==> src/rtl/adau_i2s_tx.sv <==
// Stereo sample FIFO feeding an I2S serialiser (64 bclk per frame, 32-bit slots, MSB first).
// Optional macro ADAU_I2S_TX_UNDERFLOW_CNT_EN adds a saturating 16-bit underflow counter output.
module adau_i2s_tx #(
   parameter int unsigned CLK_DIV = 16,
   parameter int unsigned FIFO_AW = 4
) (
   input  logic               clk,
   input  logic               reset,
   input  logic               enable,
   input  logic [23:0]        audio_l,
   input  logic [23:0]        audio_r,
   input  logic               audio_valid,
   output logic               audio_full,
   output logic [FIFO_AW:0]   fifo_level,
   output logic               underflow,
   output logic               i2s_bclk,
   output logic               i2s_lrclk,
   output logic               i2s_sdata
`ifdef ADAU_I2S_TX_UNDERFLOW_CNT_EN
   ,
   output logic [15:0]        underflow_count
`endif
);

   localparam int unsigned DEPTH = 1 << FIFO_AW;
   localparam int unsigned LW    = FIFO_AW + 1;
   localparam int unsigned DIV_W = (CLK_DIV > 1) ? $clog2(CLK_DIV) : 1;

   typedef enum logic {ST_IDLE, ST_RUN} state_t;

   state_t               r_state;
   state_t               w_state_nxt;

   logic [47:0]          r_mem [DEPTH];
   logic [FIFO_AW-1:0]   r_wr_ptr;
   logic [FIFO_AW-1:0]   r_rd_ptr;
   logic [FIFO_AW:0]     r_level;
   logic [47:0]          w_rd_data;
   logic                 w_full;
   logic                 w_empty;
   logic                 w_wr;
   logic                 w_pop_req;
   logic                 w_pop;

   logic [DIV_W-1:0]     r_div;
   logic                 r_bclk;
   logic [5:0]           r_bit;
   logic                 r_lrclk;
   logic                 r_sdata;
   logic [23:0]          r_l;
   logic [23:0]          r_r;
   logic                 r_underflow;
   logic                 w_tick;
   logic                 w_frame_end;
   logic [5:0]           w_k;
   logic [4:0]           w_l_idx;
   logic [4:0]           w_r_idx;
   logic                 w_sdata_nxt;

   // ---------------- FIFO ----------------
   assign w_full    = (r_level == LW'(DEPTH));
   assign w_empty   = (r_level == '0);
   assign w_wr      = audio_valid & ~w_full;
   assign w_pop     = w_pop_req & ~w_empty;
   assign w_rd_data = r_mem[r_rd_ptr];

   always_ff @(posedge clk) begin
      if (w_wr) r_mem[r_wr_ptr] <= {audio_l, audio_r};
   end

   always_ff @(posedge clk or negedge reset) begin
      if (!reset) begin
         r_wr_ptr <= '0;
         r_rd_ptr <= '0;
         r_level  <= '0;
      end else begin
         if (w_wr)  r_wr_ptr <= r_wr_ptr + 1'b1;
         if (w_pop) r_rd_ptr <= r_rd_ptr + 1'b1;
         case ({w_wr, w_pop})
            2'b10:   r_level <= r_level + 1'b1;
            2'b01:   r_level <= r_level - 1'b1;
            default: r_level <= r_level;
         endcase
      end
   end

   // ---------------- Serialiser control ----------------
   assign w_tick      = (r_state == ST_RUN) && (r_div == DIV_W'(CLK_DIV - 1));
   assign w_frame_end = w_tick && r_bclk && (r_bit == 6'd63);

   always_ff @(posedge clk or negedge reset) begin
      if (!reset) r_state <= ST_IDLE;
      else        r_state <= w_state_nxt;
   end

   always_comb begin
      w_state_nxt = r_state;
      w_pop_req   = 1'b0;
      case (r_state)
         ST_IDLE: begin
            if (enable) begin
               w_state_nxt = ST_RUN;
               w_pop_req   = 1'b1;
            end
         end
         ST_RUN: begin
            if (w_frame_end) begin
               if (enable) w_pop_req   = 1'b1;
               else        w_state_nxt = ST_IDLE;
            end
         end
         default: w_state_nxt = ST_IDLE;
      endcase
   end

   // Next bit index and its data; k=0 yields lrclk=0/sdata=0, so the 63->0 wrap needs no special case.
   assign w_k = r_bit + 6'd1;

   always_comb begin
      w_sdata_nxt = 1'b0;
      w_l_idx     = 5'(6'd24 - w_k);
      w_r_idx     = 5'(6'd56 - w_k);
      if ((w_k >= 6'd1) && (w_k <= 6'd24))
         w_sdata_nxt = r_l[w_l_idx];
      else if ((w_k >= 6'd33) && (w_k <= 6'd56))
         w_sdata_nxt = r_r[w_r_idx];
   end

   always_ff @(posedge clk or negedge reset) begin
      if (!reset) begin
         r_div       <= '0;
         r_bclk      <= 1'b0;
         r_bit       <= '0;
         r_lrclk     <= 1'b0;
         r_sdata     <= 1'b0;
         r_l         <= '0;
         r_r         <= '0;
         r_underflow <= 1'b0;
      end else begin
         r_underflow <= w_pop_req & w_empty;
         if (w_pop_req) begin
            r_l <= w_empty ? '0 : w_rd_data[47:24];
            r_r <= w_empty ? '0 : w_rd_data[23:0];
         end
         if (r_state == ST_RUN) begin
            if (w_tick) begin
               r_div  <= '0;
               r_bclk <= ~r_bclk;
               if (r_bclk) begin
                  r_bit   <= w_k;
                  r_lrclk <= w_k[5];
                  r_sdata <= w_sdata_nxt;
               end
            end else begin
               r_div <= r_div + 1'b1;
            end
         end else begin
            r_div   <= '0;
            r_bclk  <= 1'b0;
            r_bit   <= '0;
            r_lrclk <= 1'b0;
            r_sdata <= 1'b0;
         end
      end
   end

`ifdef ADAU_I2S_TX_UNDERFLOW_CNT_EN
   logic [15:0] r_uf_cnt;

   always_ff @(posedge clk or negedge reset) begin
      if (!reset)                           r_uf_cnt <= '0;
      else if (r_underflow && (r_uf_cnt != '1)) r_uf_cnt <= r_uf_cnt + 1'b1;
   end

   assign underflow_count = r_uf_cnt;
`endif

   assign audio_full = w_full;
   assign fifo_level = r_level;
   assign underflow  = r_underflow;
   assign i2s_bclk   = r_bclk;
   assign i2s_lrclk  = r_lrclk;
   assign i2s_sdata  = r_sdata;

endmodule

==> config.mk <==
export PLATFORM = sky130hd
export DESIGN_NAME = adau_i2s_tx
export DESIGN_NICKNAME = d
export VERILOG_FILES = /design/src/rtl/adau_i2s_tx.sv
export SDC_FILE = /design/constraint.sdc
export NUM_CORES = 1
export LEC_CHECK = 0
export BUFFER_PORTS_ARGS = -buffer_cell sky130_fd_sc_hd__buf_2
export CAP_MARGIN = 20
export CORE_ASPECT_RATIO = 1.25
export CORE_MARGIN = 1
export CORE_UTILIZATION = 60
export DETAILED_ROUTE_END_ITERATION = 6
export PLACE_DENSITY = 0.86
export SLEW_MARGIN = 20
export SYNTH_ARGS = -nofsm -noshare
export SYNTH_HDL_FRONTEND = slang
export SYNTH_SLANG_ARGS = --single-unit
==> constraint.sdc <==
create_clock -name clk -period 11.4 [get_ports clk]
set_clock_uncertainty 0.2 [all_clocks]
set_input_delay 2.28 -clock clk [delete_from_list [all_inputs] [get_ports clk]]
set_output_delay 2.28 -clock clk [all_outputs]
set_load 0.02 [all_outputs]
==> run_results.csv <==
group,metric,value,unit
hold_path,hold_start,"r_div[0]$_DFF_PN0_",
worst_setup_path,max_stage_delay,1070,ps
run,drv_cap,0,
yosys,ys_seq_area_share,76.45,%
yosys,yosysWarnings,0,
route,wl,76440,um
layout,layout_commonest_cell,"edfxtp_1",
grt,grt_overflow_total,0,
worst_setup_path,critPathKind,"reg -> reg",
yosys,synthFlopType,"edfxtp_1",
power_and_ir_drop,power.density,192.2,mW/mm^2
worst_setup_path,start_kind,"flop",
timing,fin_crit,4740,ps
clock_network,clock-root-buffer,"clkbuf_16",
floorplanning,coreArea,0.05373,mm^2
timing,setup_viol,0,
layout,area_delta_synth_final,11.26,%
yosys,yosysTopAreaCell,"edfxtp_1",
worst_setup_path,cp-startpoint,"r_bit[0]$_DFFE_PN0P_",
clock_network,worstSkewPairLatency,610,ps
worst_setup_path,critPathArrivalTime,5020,ps
yosys,async_reset_ff_share,8.897,%
hold_path,min_path_type,"reg -> reg",
timing,setup-tns-final,0,ps
clock_network,ctsHtreeMaxLevel,3,
yosys,synth_area_leaders,"edfxtp_1 (71%), mux4_2 (17%), dfrtp_1 (5.8%)",
floorplanning,placementRows,95,
grt,antenna_found_initial,3,
layout,layout.nets,1546,
grt,grt_use_total,28.61,%
route,wl_per_cell,33.67,um
worst_setup_path,cp_max_fo,50,
route,drcViolationCount,0,
yosys,avgSynthCellArea,23.28,um^2
yosys,synthAdderAreaFrac,0.4603,%
clock_network,clk_path_buf_depth,3,
timing,relSlewSlack,26.43,%
worst_setup_path,r2r_start,"r_bit[0]$_DFFE_PN0P_",
clock_network,cts_resized,0,
route,vias,15800,
timing,finalMaxSlewViolations,0,
grt,grt_pass1_vias,16650,
yosys,yosys.area_share.simple,1.385,%
worst_setup_path,critPathSlowestCell,"dfrtp_1",
floorplanning,die_y,262.7,um
placement,gp_congestion,0.8306,
timing,hold_viol,0,
layout,fill_cells,3060,
clock_network,cts.sinks,843,
timing,fin_crit_sh,41.58,%
yosys,synth_nets,1465,
power_and_ir_drop,total_power,6977,uW
worst_setup_path,r2r.worst_path.cells,15,
floorplanning,start_util,60.71,%
worst_setup_path,r2r_end,"fifo_level[4]$_DFFE_PN0P_",
yosys,yosysUniqueCellTypes,46,
run_status,outcome,"finished clean",
worst_setup_path,r2r_setup_slack,6660,ps
floorplanning,dieArea,0.05531,mm^2
worst_setup_path,cp_cell_sequence,"ha_1, nand2_1, o21ai_1, nand2_2, buf_4, nor2_4, ha_1, xor2_1, ha_1, o21ai_0, a21oi_1, a21oi_1, xor2_1, nor2_1, xor2_1",
route,ant_nets,0,
clock_network,cts_made_buffers,75,
layout,layout_common_cells,"edfxtp_1 (768), mux4_2 (247), clkbuf_16 (79), dfrtp_1 (71), buf_2 (60)",
placement,portBuffers,61,
yosys,synth_compound_area_share,1.956,%
route,firstDrtPassIters,6,
clock_network,clk_pin_slew,60,ps
yosys,synth_top_family_by_area,"multiplexers",
yosys,synthCells,1401,
clock_network,hold_buffers,0,
power_and_ir_drop,cellLeakagePower,0.01149,uW
yosys,synth_top_area_share,70.70,%
clock_network,post_cts_buffers,0,
power_and_ir_drop,vdd_drop_max,0.1205,mV
placement,dpl.hpwl,36940,um
timing,max_freq,0.2110,GHz
yosys,synth_mux_area_share,17.61,%
floorplanning,die_w,210.6,um
route,viasPerCell,6.962,
grt,grt_first_pass_wirelength,112700,um
worst_setup_path,cp-end-kind,"flop",
timing,worst_pin_slew,1104,ps
layout,post-route-util,67.55,%
yosys,netlist_area,0.03262,mm^2
worst_setup_path,required,11680,ps
timing,rsz0062_at_grt,"false",
floorplanning,pin_count,62,
route,detail_route.iter0.violations,2110,
clock_network,tritoncts,"done",
layout,drive_above_1_share,30.30,%
grt,grt_max_degree,147,
hold_path,min_path_cells,1,
yosys,synth-seq-cells,843,
yosys,synth_edf_count,768,
yosys,synthXorXnorAreaFrac,0.6175,%
hold_path,holdPathEnd,"r_div[0]$_DFF_PN0_",
metrics by stage:
step           area [um^2]  hold slack [ps]  setup slack (ps)  cells
4_1_cts              36280            295.0              6717   2268
3_5_place_dp         33700            285.0              6313   2132
3_3_place_gp         33700            267.7              6451   2132
6_report             36290            298.2              6660   2270
5_1_grt              36290            330.3              6411   2269
2_1_floorplan        32620            250.8              4587   1401
how the worst max path moves through the flow:
stage / endpoint / slack (ps) / cells after the start
global placement: fifo_level[4]$_DFFE_PN0P_ / 6450 / 13
detailed placement: r_mem[15][3]$_DFFE_PP_ / 6310 / 5
global route: fifo_level[4]$_DFFE_PN0P_ / 6410 / 15
CTS: fifo_level[4]$_DFFE_PN0P_ / 6720 / 15
finish: fifo_level[4]$_DFFE_PN0P_ / 6660 / 15
floorplan: r_mem[3][0]$_DFFE_PP_ / 4590 / 4
synth_stat cells (all sizes together), types with 3 or more instances:
cell	number
clkbuf	45
or3	3
nor2	22
nor2b	3
nand2b	4
dfrtp	75
edfxtp	768
xnor2	11
ha	12
o21ai	12
xor2	12
nand2	25
nor3	6
a31oi	3
mux4	250
nand3	6
a21boi	4
inv	8
mux2i	8
nand4	7
a21oi	10
a22o	48
and2	7
buf	35
registers in the layout, indices dropped and copies added, names as in the netlist:
name,cells
i2s_sdata,1
r_bit,6
r_l,24
r_mem,768
i2s_bclk,1
r_wr_ptr,4
r_div,4
r_r,24
r_state,1
r_rd_ptr,4
fifo_level,5
underflow,1
power breakdown:
group / switching (uW) / total [uW] / internal [uW]
Combinational: 377 / 519 / 142
Clock: 1110 / 2670 / 1560
Sequential: 109 / 3790 / 3680
Total: 1600 / 6980 / 5380
routing by layer:
layer,vias to the layer above,share of wire [%],global-route usage [%]
met5,-,0.016,0
met2,1146,53,48.77
li1,6112,-,-
met4,2,4.1,12.51
met1,8313,35,36.77
met3,231,8.4,4.446
critical path: cells and delay by family (launching register included):
kind            cells  cell delay [ps]
compound gates      4              800
xor+xnor            3              470
fa+ha+maj           3             1170
buf+inv             1              350
flops               1             1070
simple gates        4              520
cell type report:
cell class / instances / area, um^2 / area share [%]
inverters: 8 / 30.03 / 0.08274
diodes: 2 / 5.005 / 0.01379
well taps: 727 / 909.6 / 2.506
repair buffers: 84 / 509.2 / 1.403
clock buffers: 96 / 2101 / 5.788
multi-input cells: 470 / 7303 / 20.12
clock inverters: 40 / 484.2 / 1.334
flip-flops and latches: 843 / 24950 / 68.75
cells by family after synthesis:
kind of cell    count (synthesis)
buf+inv                        88
flops                         843
compound gates                 84
fa+ha+maj                      12
simple gates                   91
mux                           260
xor+xnor                       23
Power figures use the tool's default switching activity.
